### config.mk
export PLATFORM = sky130hd
export DESIGN_NAME = fa4_seq_adder_ctrl
export DESIGN_NICKNAME = d
export VERILOG_FILES = /design/src/rtl/fa4_seq_adder_ctrl_pkg.sv /design/src/rtl/fa4_seq_adder_ctrl_fa4.sv /design/src/rtl/fa4_seq_adder_ctrl.sv
export SDC_FILE = /design/constraint.sdc
export NUM_CORES = 1
export LEC_CHECK = 0
export CAP_MARGIN = 0
export CORE_UTILIZATION = 53
export DETAILED_ROUTE_END_ITERATION = 8
export GPL_ROUTABILITY_DRIVEN = 1
export PLACE_DENSITY = 0.8
export SETUP_SLACK_MARGIN = 0.15
export SYNTH_ARGS = -nofsm -noshare
export SYNTH_HDL_FRONTEND = slang
export SYNTH_HIERARCHICAL = 1
export SYNTH_SLANG_ARGS = --single-unit
### constraint.sdc
create_clock -name clk -period 4.8 [get_ports clk]
set_input_delay 0.48 -clock clk [delete_from_list [all_inputs] [get_ports clk]]
set_output_delay 0.48 -clock clk [all_outputs]
set_load 0.05 [all_outputs]
### src/rtl/fa4_seq_adder_ctrl_pkg.sv
// Shared definitions for the nibble-serial adder sequencer: FSM state
// encodings and operation codes.
package fa4_seq_adder_ctrl_pkg;

    localparam int STATE_W = 2;

    typedef enum logic [STATE_W-1:0] {
        S_IDLE = 2'd0,
        S_RUN  = 2'd1,
        S_DONE = 2'd2
    } state_t;

    localparam logic OP_ADD = 1'b0;
    localparam logic OP_SUB = 1'b1;

endpackage

### src/rtl/fa4_seq_adder_ctrl_fa4.sv
// fa4: 4-bit ripple-carry adder slice built from single-bit full adders.
module fa4 (
    input  logic [3:0] A,
    input  logic [3:0] B,
    input  logic       Cin,
    output logic [3:0] Sum,
    output logic       Cout
);

    logic [4:0] c;

    // Ripple the carry through four full-adder cells
    always_comb begin
        c    = '0;
        Sum  = '0;
        c[0] = Cin;
        for (int i = 0; i < 4; i++) begin
            Sum[i]  = A[i] ^ B[i] ^ c[i];
            c[i+1]  = (A[i] & B[i]) | (A[i] & c[i]) | (B[i] & c[i]);
        end
        Cout = c[4];
    end

endmodule

### src/rtl/fa4_seq_adder_ctrl.sv
// fa4_seq_adder_ctrl: wide add/subtract performed one nibble per clock,
// LSB first, through a single fa4 slice. Carry is chained between cycles
// in carry_reg; the result is published only when the last nibble lands.
module fa4_seq_adder_ctrl
    import fa4_seq_adder_ctrl_pkg::*;
#(
    parameter int NIBBLES = 4,
    parameter int IDX_W   = 4
) (
    input  logic                 clk,
    input  logic                 rst,
    input  logic                 start,
    input  logic                 op_sub,
    input  logic                 cin,
    input  logic [4*NIBBLES-1:0] a_in,
    input  logic [4*NIBBLES-1:0] b_in,
    output logic                 busy,
    output logic                 done,
    output logic [4*NIBBLES-1:0] sum_out,
    output logic                 cout_out,
    output logic                 ovf_out
);

    localparam int W = 4 * NIBBLES;
    localparam logic [IDX_W-1:0] LAST_IDX = IDX_W'(NIBBLES - 1);

    state_t           state;
    logic [W-1:0]     a_reg;
    logic [W-1:0]     b_reg;      // already inverted for subtract
    logic [W-1:0]     sum_reg;
    logic             carry_reg;
    logic [IDX_W-1:0] idx;

    logic [3:0]       a_nib;
    logic [3:0]       b_nib;
    logic [3:0]       fa_sum;
    logic             fa_cout;
    logic [W-1:0]     sum_next;
    logic             accept;

    // Select the current nibble of each operand for the shared slice
    always_comb begin
        a_nib = 4'(a_reg >> {idx, 2'b00});
        b_nib = 4'(b_reg >> {idx, 2'b00});
    end

    fa4 u_fa4 (
        .A    (a_nib),
        .B    (b_nib),
        .Cin  (carry_reg),
        .Sum  (fa_sum),
        .Cout (fa_cout)
    );

    // Merge the freshly computed nibble into the partial result
    always_comb begin
        sum_next = sum_reg;
        for (int n = 0; n < NIBBLES; n++) begin
            if (idx == IDX_W'(n)) begin
                sum_next[n*4 +: 4] = fa_sum;
            end
        end
    end

    assign accept = (state != S_RUN) && start;

    // Sequencer FSM with registered handshake and result outputs
    always_ff @(posedge clk or posedge rst) begin
        if (rst) begin
            state     <= S_IDLE;
            a_reg     <= '0;
            b_reg     <= '0;
            sum_reg   <= '0;
            carry_reg <= 1'b0;
            idx       <= '0;
            busy      <= 1'b0;
            done      <= 1'b0;
            sum_out   <= '0;
            cout_out  <= 1'b0;
            ovf_out   <= 1'b0;
        end else begin
            case (state)
                S_RUN: begin
                    sum_reg   <= sum_next;
                    carry_reg <= fa_cout;
                    if (idx == LAST_IDX) begin
                        state    <= S_DONE;
                        busy     <= 1'b0;
                        done     <= 1'b1;
                        sum_out  <= sum_next;
                        cout_out <= fa_cout;
                        ovf_out  <= (a_reg[W-1] == b_reg[W-1]) &&
                                    (sum_next[W-1] != a_reg[W-1]);
                    end else begin
                        idx <= idx + 1'b1;
                    end
                end
                default: begin
                    // IDLE and DONE both accept a new request
                    done <= 1'b0;
                    if (accept) begin
                        state     <= S_RUN;
                        busy      <= 1'b1;
                        a_reg     <= a_in;
                        b_reg     <= (op_sub == OP_SUB) ? ~b_in : b_in;
                        carry_reg <= (op_sub == OP_SUB) ? 1'b1 : cin;
                        sum_reg   <= '0;
                        idx       <= '0;
                    end else begin
                        state <= S_IDLE;
                    end
                end
            endcase
        end
    end

endmodule

==> flow_summary.json, run 1 <==
{
  "overflow": 0,
  "grt_setup_unrepaired": "no",
  "cts-root-buf": "clkbuf_8",
  "post_cts_resized": 0,
  "cts.sink_count": 70,
  "grt_max_degree": 41,
  "critPathKind": "reg2reg",
  "drt_iter0_drc": 119,
  "hold_viol_final": 0,
  "layout_commonest_cell": "dfrtp_1",
  "cts_tree": "yes",
  "dieArea_sq_um": 7050,
  "relSlewSlack_pct": 34.1,
  "synth_top_area_share_pct": 49.2,
  "dieWidth_um": 84.0,
  "nNetsFinal": 380,
  "synth_top_area_cell": "dfrtp_1",
  "finalSetupViolations": 0,
  "final_cell_mix": "dfrtp_1 (70), a21oi_1 (58), clkdlybuf4s50_1 (56), mux2i_1 (16), xnor2_1 (16)",
  "ys_types": 31,
  "async_reset_ff_share_pct": 100,
  "drive_gt1_share_pct": 14.7,
  "yosys_register_bits": 70,
  "insertion_delay_ps": 350,
  "ctsLongestPathBuffers": 2,
  "hpwl_um": 4850,
  "clkTransAtPathRegs_ps": 70,
  "fin_crit_ps": 3750,
  "numCtsBuffers": 9,
  "groute.usage.overall_pct": 22.9,
  "synth_area_sq_um": 3560,
  "die_h_um": 84.0,
  "synth_cells": 295,
  "regArea_sq_um": 1750,
  "drv_cap": 0,
  "grt_pass1_wl_um": 12300,
  "crit_chain": "mux4_2 -> and2_1 -> inv_1 -> fa_1 -> inv_1 -> fa_1 -> fa_1 -> inv_1 -> fa_1 -> inv_1 -> o22ai_1 -> mux2_2",
  "tightest_slew_ps": 988,
  "r2r_start": "idx[0]",
  "num_io_pins": 57,
  "cp_slowest_stage_delay_ps": 760,
  "antenna_left": 0,
  "finClkSkew_ps": 5.39,
  "first_pass_iters": 6,
  "max_freq_ghz": 0.267,
  "violations": "DRC",
  "synth.avg_cell_area_sq_um": 12.1,
  "crit_start": "idx[0]",
  "io_buffers": 56,
  "std_cell_rows": 29,
  "grt_pass1_vias": 2449,
  "synth-warning-count": 6,
  "tns_ps": 0,
  "yosys-top-cells-area": "dfrtp_1 (49%), a21oi_1 (8.2%), mux2_4 (5.5%)",
  "start_kind": "flop",
  "coreArea_sq_um": 6420,
  "routed_via_density": 5.71,
  "diodes": 0,
  "required_ps": 5040,
  "crit_path_end_kind": "flop",
  "arrival_ps": 3980,
  "synth_ff_type": "dfrtp_1",
  "cts_max_level": 3,
  "vias": 2380,
  "hold_class": "reg2reg",
  "gp_congestion": 0.770,
  "synth_edf_count": 0,
  "slew_violations": 0,
  "cts_setup_buffers": 0,
  "initial_core_util_pct": 55.4,
  "critPathSlowestCell": "dfrtp_1",
  "wl_per_cell_um": 17.1,
  "holdBufCountCts": 0,
  "period_share_pct": 78.1,
  "grt_antenna_before_repair": 0,
  "drc": 3,
  "yosysSeqAreaShare_pct": 49.2,
  "hp-start": "sum_reg[10]",
  "multiInputGateArea_sq_um": 1570,
  "area_growth_pct": 20.6,
  "status": "finished with violations",
  "fill_cells": 498,
  "drt-total-wl_um": 7140,
  "path_max_fanout": 14,
  "syn_nets": 340
}
[area by class of cell]
type,instances,area share (%)
multi-input cells,181,36.6
repair buffers,59,13.6
inverters,14,1.22
clock inverters,6,2.56
flip-flops and latches,70,40.8
clock buffers,10,2.97
well taps,77,2.24
[per-layer routing]
metal  GRT usage (%)  part of all wire [%]  vias to the layer above
met4            8.78                   1.8                        0
li1                -                     -                     1110
met1            29.5                    44                     1187
met3            5.04                   3.8                       13
met2            37.9                    51                       70
met5               0                     0                        -
[path summary, 6_finish.rpt]
path / to / slack [ps] / depth (start not counted)
min in group asynchronous: sum_out[10] / 540 / 2
min: sum_reg[10] / 510 / 1
max reg2reg: ovf_out / 1050 / 12
max in group asynchronous: b_reg[15] / 3320 / 3
max: ovf_out / 1050 / 12
min reg2reg: sum_reg[10] / 510 / 1
[worst max-delay path: cells and delay by family, from the launching register on]
| family | cells | cell delay, ps |
|---|---|---|
| AOI/OAI and AO/OA | 1 | 100 |
| adders and majority gates | 4 | 1320 |
| buffers and inverters | 4 | 440 |
| DFF | 1 | 760 |
| muxes | 2 | 860 |
| and+or+nand+nor | 1 | 170 |
[Yosys cell counts (7+ instances only)]
cell type,number
inv_1,14
mux2_4,13
dfrtp_1,70
mux2i_1,16
a22o_1,13
xnor2_1,16
and2_1,13
mux4_2,8
buf_6,8
clkbuf_1,10
buf_2,7
a21oi_1,58
mux2_2,9
[cells by family after synthesis]
group,after synthesis,synth area share (%)
buf+inv,44,6.68
xor+xnor,16,3.94
simple gates,32,5.73
flops,70,49.2
fa+ha+maj,8,3.65
mux,46,17.9
compound gates,79,12.9
[metrics by stage]
stage	area (sq um)	hold WS (ps)	worst slack [ps]	instances	util [%]
after detailed placement	4060	490	1030	401	63.1
after CTS	4290	511	1020	417	66.8
final	4290	506	1050	417	66.8
after floorplan	3560	473	1250	295	-
after global placement	4060	488	1130	401	63.1
after global routing	4290	518	812	417	66.8
Power of run 1 is left out: the tool's default activity adds up to more than one toggle a clock period on the data nets, which glitch-free logic cannot reach.
==> inputs of run 2 (changes only) <==
--- a/config.mk
+++ b/config.mk
@@ -6,10 +6,10 @@
 export NUM_CORES = 1
 export LEC_CHECK = 0
 export CAP_MARGIN = 0
-export CORE_UTILIZATION = 53
+export CORE_UTILIZATION = 48
 export DETAILED_ROUTE_END_ITERATION = 8
 export GPL_ROUTABILITY_DRIVEN = 1
-export PLACE_DENSITY = 0.8
+export PLACE_DENSITY = 0.77
 export SETUP_SLACK_MARGIN = 0.15
 export SYNTH_ARGS = -nofsm -noshare
 export SYNTH_HDL_FRONTEND = slang
==> constraint.sdc (replaced) <==
create_clock -name clk -period 3.3 [get_ports clk]
set_input_delay 0.33 -clock clk [delete_from_list [all_inputs] [get_ports clk]]
set_output_delay 0.33 -clock clk [all_outputs]
set_load 0.05 [all_outputs]
==> run 2 against run 1 <==
- routed wire length grew 1.2%
- highest routed layer unchanged
- utilization shrank 5.2 points
- register-to-register slack lost 840 ps
- the flow now finishes without violations
- hold slack lost 97 ps
- clock skew grew 4.8 ps
- global-route usage shrank 1.7 points
==> flow_summary.json, run 2 (same netlist as run 1, synthesis figures left out) <==
{
  "numCtsBuffers": 9,
  "status": "completed",
  "hold_viol_final": 0,
  "dieWidth_um": 88.1,
  "clkTransAtPathRegs_ps": 70,
  "crit_path_end_kind": "flop",
  "groute.usage.overall_pct": 21.2,
  "period_share_pct": 93.4,
  "holdBufCountCts": 0,
  "hold_class": "in2async",
  "grt_max_degree": 40,
  "tightest_slew_ps": 967,
  "cts-root-buf": "clkbuf_8",
  "diodes": 0,
  "cp_common_cell": "inv_2",
  "grt_setup_unrepaired": "yes",
  "crit_chain": "mux4_2 -> and2_4 -> inv_2 -> fa_2 -> inv_2 -> fa_2 -> fa_2 -> inv_2 -> fa_1 -> inv_2 -> o22ai_2 -> mux2_4",
  "first_pass_iters": 4,
  "grt_antenna_before_repair": 0,
  "gp_congestion": 0.796,
  "num_io_pins": 57,
  "vias": 2436,
  "fin_crit_ps": 3080,
  "die_h_um": 88.1,
  "drc": 0,
  "relSlewSlack_pct": 35.4,
  "ctsLongestPathBuffers": 2,
  "cp_slowest_stage_delay_ps": 510,
  "cts.sink_count": 70,
  "cts_max_level": 3,
  "critPathTopFamily": "adder cells",
  "grt_pass1_wl_um": 11900,
  "grt_pass1_vias": 2412,
  "insertion_delay_ps": 350,
  "drt-total-wl_um": 7220,
  "nNetsFinal": 394,
  "path_buf_inv": 4,
  "finClkSkew_ps": 10.2,
  "hpwl_um": 5140,
  "final_cell_mix": "dfrtp_1 (69), a21oi_1 (58), clkdlybuf4s50_1 (56), mux2i_1 (16), xnor2_1 (16)",
  "drv_cap": 0,
  "critPathSlowestCell": "mux4_2",
  "path_max_fanout": 5,
  "start_kind": "flop",
  "antenna_left": 0,
  "multiInputGateArea_sq_um": 1590,
  "regArea_sq_um": 1750,
  "dieArea_sq_um": 7770,
  "drt_iter0_drc": 77,
  "arrival_ps": 3310,
  "drive_gt1_share_pct": 21.0,
  "coreArea_sq_um": 7210,
  "std_cell_rows": 31,
  "cts_tree": "yes",
  "layout_commonest_cell": "dfrtp_1",
  "tns_ps": 0,
  "initial_core_util_pct": 49.4,
  "critPathKind": "reg2reg",
  "area_growth_pct": 24.9,
  "wl_per_cell_um": 16.0,
  "io_buffers": 56,
  "required_ps": 3530,
  "fill_cells": 591,
  "slew_violations": 0,
  "overflow": 0,
  "max_freq_ghz": 0.324,
  "finalSetupViolations": 0,
  "routed_via_density": 5.39
}
## run 2: changes by cell type in the layout (fill, tap and decap cells not counted), sizes merged
cell,before,now
clkbuf,10,12
clkinv,1,0
clkinvlp,2,1
bufinv,3,2
buf,3,17
## run 2: through the flow
| stage | worst slack (ps) | area, sq um | std cells | hold slack, ps | utilization (%) |
|---|---|---|---|---|---|
| after detailed placement | 95.7 | 4190 | 435 | 491 | 58.1 |
| after floorplan | 120 | 3580 | 295 | 472 | - |
| final | 217 | 4450 | 452 | 409 | 61.7 |
| after global placement | 174 | 4190 | 435 | 487 | 58.1 |
| after global routing | 131 | 4450 | 452 | 475 | 61.7 |
| after CTS | 184 | 4420 | 451 | 437 | 61.3 |
## run 2: layer usage
layer	share of wire, %	wire, um	GRT usage [%]	up-vias
met2	49	3510	33.5	74
met4	2.0	141	8.94	0
li1	-	-	-	1141
met3	5.0	359	5.47	13
met5	0	0	0	-
met1	44	3210	27.7	1208
## run 2: what timing repair did
action                                  in CTS  in global routing
resized for setup                            0                  9
buffers inserted                             1                  1
endpoints found under the setup margin       3                  4
pin swaps                                    0                  1
gates cloned                                 0                  0
## run 2: worst paths after layout
| path | startpoint | to | slack (ps) | cells after the start |
|---|---|---|---|---|
| max | idx[0] | ovf_out | 220 | 12 |
| min | rst | sum_reg[6] | 410 | 2 |
| max reg2reg | idx[0] | ovf_out | 220 | 12 |
| min reg2reg | sum_reg[10] | sum_reg[10] | 510 | 1 |
| max in group asynchronous | rst | idx[0] | 2230 | 3 |
| min in group clk | sum_reg[10] | sum_reg[10] | 510 | 1 |
## run 2: area by class of cell
type                            instances  share of cell area [%]
Inverter                               14                    1.18
Multi-Input combinational cell        181                    35.8
Timing Repair Buffer                   73                    15.8
Clock buffer                           12                    3.49
Clock inverter                          3                    1.52
Tap cell                               99                    2.78
Sequential cell                        70                    39.4
## run 2: worst reg2reg max path, cell delays in order (launching register included)
cell and delay, ps:
dfrtp_2 410, mux4_2 510, and2_4 170, inv_2 50, fa_2 200, inv_2 40
fa_2 330, fa_2 340, inv_2 60, fa_1 410, inv_2 110, o22ai_2 70
mux2_4 260
Power of run 2 is left out for the same reason.
==> inputs of run 3 (changes only) <==
--- a/config.mk
+++ b/config.mk
@@ -6,6 +6,7 @@
 export NUM_CORES = 1
 export LEC_CHECK = 0
 export CAP_MARGIN = 0
+export CORE_ASPECT_RATIO = 0.9
 export CORE_UTILIZATION = 48
 export DETAILED_ROUTE_END_ITERATION = 8
 export GPL_ROUTABILITY_DRIVEN = 1
==> run 3 against run 2 <==
- die area hardly changed
- critical path depth grew 1
- register-to-register slack better by 50 ps
- final cell count decreased by 2.2%
- via count fell by 1.1%
- highest routed layer unchanged
==> flow_summary.json, run 3 (same netlist as run 1, synthesis figures left out) <==
{
  "dr_wl_met2_um": 3430,
  "cts.sink_count": 70,
  "die_h_um": 83.7,
  "dieArea_sq_um": 7770,
  "io_buffers": 56,
  "crit_path_end_kind": "flop",
  "start_kind": "flop",
  "num_io_pins": 57,
  "path_max_fanout": 7,
  "critPathTopFamily": "adder cells",
  "nNetsFinal": 390,
  "drt-met1-wl_um": 3040,
  "grt_max_degree": 71,
  "highest_layer": "met4",
  "arrival_ps": 3290,
  "tightest_slew_ps": 933,
  "dieWidth_um": 92.8,
  "drc": 0,
  "diodes": 0,
  "finalSetupViolations": 0,
  "hpwl_um": 4800,
  "coreArea_sq_um": 7110,
  "status": "completed",
  "fin_crit_ps": 3030,
  "holdWs_ps": 504,
  "grt_antenna_before_repair": 0,
  "std_cell_rows": 29,
  "rr_worst_depth": 13,
  "final_util_pct": 61.0,
  "initial_core_util_pct": 50.1,
  "slew_violations": 0,
  "overflow": 0,
  "max_freq_ghz": 0.330,
  "cts-root-buf": "clkbuf_8",
  "area_growth_pct": 21.9,
  "tns_ps": 0,
  "finalNonFillerCells": 442,
  "hold_class": "reg2reg",
  "hold_viol_final": 0,
  "grt_pass1_wl_um": 11800,
  "holdBufCountCts": 0,
  "grt_pass1_vias": 2407,
  "gp_congestion": 0.810,
  "layout_commonest_cell": "dfrtp_1",
  "groute.usage.overall_pct": 20.0,
  "drt_iter0_drc": 119,
  "crit_chain": "mux4_2 -> and2_1 -> inv_1 -> fa_1 -> inv_1 -> fa_2 -> fa_2 -> inv_2 -> fa_1 -> inv_2 -> buf_6 -> mux2i_1 -> a21oi_1",
  "first_pass_iters": 4,
  "required_ps": 3560,
  "wl_per_cell_um": 15.5,
  "hold_depth": 1,
  "dr_wl_met3_um": 325,
  "insertion_delay_ps": 340,
  "numCtsBuffers": 9,
  "vias": 2410,
  "critPathSlowestCell": "mux4_2",
  "clkTransAtPathRegs_ps": 70,
  "grt_setup_unrepaired": "no",
  "ctsLongestPathBuffers": 2,
  "final_cell_mix": "dfrtp_1 (69), a21oi_1 (58), clkdlybuf4s50_1 (56), mux2i_1 (16), xnor2_1 (16)",
  "cp.depth": 13,
  "finClkSkew_ps": 7.38,
  "cts_tree": "yes",
  "drive_gt1_share_pct": 18.3,
  "fill_cells": 598,
  "period_share_pct": 91.9,
  "critPathKind": "reg2reg",
  "drt-total-wl_um": 6870,
  "cts_max_level": 3,
  "routed_via_density": 5.45,
  "drv_cap": 0,
  "path_buf_inv": 5,
  "antenna_left": 0,
  "relSlewSlack_pct": 37.7,
  "cp_slowest_stage_delay_ps": 490,
  "placed_cells": 426
}
run 3: layout make-up:
cell class | count | area [sq um] | area share [%]
inverter | 14 | 52.6 | 1.21
tap | 93 | 116 | 2.68
clock buffer | 12 | 155 | 3.58
timing repair buffer | 69 | 666 | 15.3
multi-input combinational | 181 | 1580 | 36.3
clock inverter | 3 | 20.0 | 0.461
sequential | 70 | 1750 | 40.4
run 3: per-layer routing:
| layer | vias to the layer above | track usage, % |
|---|---|---|
| met2 | 81 | 32.3 |
| met3 | 6 | 6.10 |
| li1 | 1127 | - |
| met1 | 1196 | 26.4 |
| met5 | - | 0 |
| met4 | 0 | 5.03 |
run 3: worst paths after layout:
path / start / endpoint / slack, ps
min reg2reg: sum_reg[11] / sum_reg[11] / 500
max in group asynchronous: rst / idx[0] / 2140
min: sum_reg[11] / sum_reg[11] / 500
min in group asynchronous: rst / sum_out[2] / 570
max reg2reg: idx[0] / sum_out[11] / 270
max: idx[0] / sum_out[11] / 270
run 3: worst register-to-register path, delay by kind of cell (launching register included):
family / cells / cell delay (ps)
buffers and inverters: 5 / 390
adders and majority gates: 4 / 1260
muxes: 2 / 560
and+or+nand+nor: 1 / 170
DFF: 1 / 410
AOI/OAI and AO/OA: 1 / 160
run 3: through the flow:
stage | setup slack (ps) | area [sq um]
5_1_grt | 150 | 4340
4_1_cts | 210 | 4330
3_5_place_dp | 131 | 4150
2_1_floorplan | 120 | 3580
6_report | 268 | 4340
3_3_place_gp | 244 | 4150
run 3: what timing repair did:
action / CTS / global route
setup endpoints to repair: 1 / 3
cloned: 0 / 0
hold endpoints to repair: 0 / 0
setup buffers: 1 / 0
resized for setup: 0 / 3
pin swaps: 0 / 1
Power of run 3 is left out for the same reason.
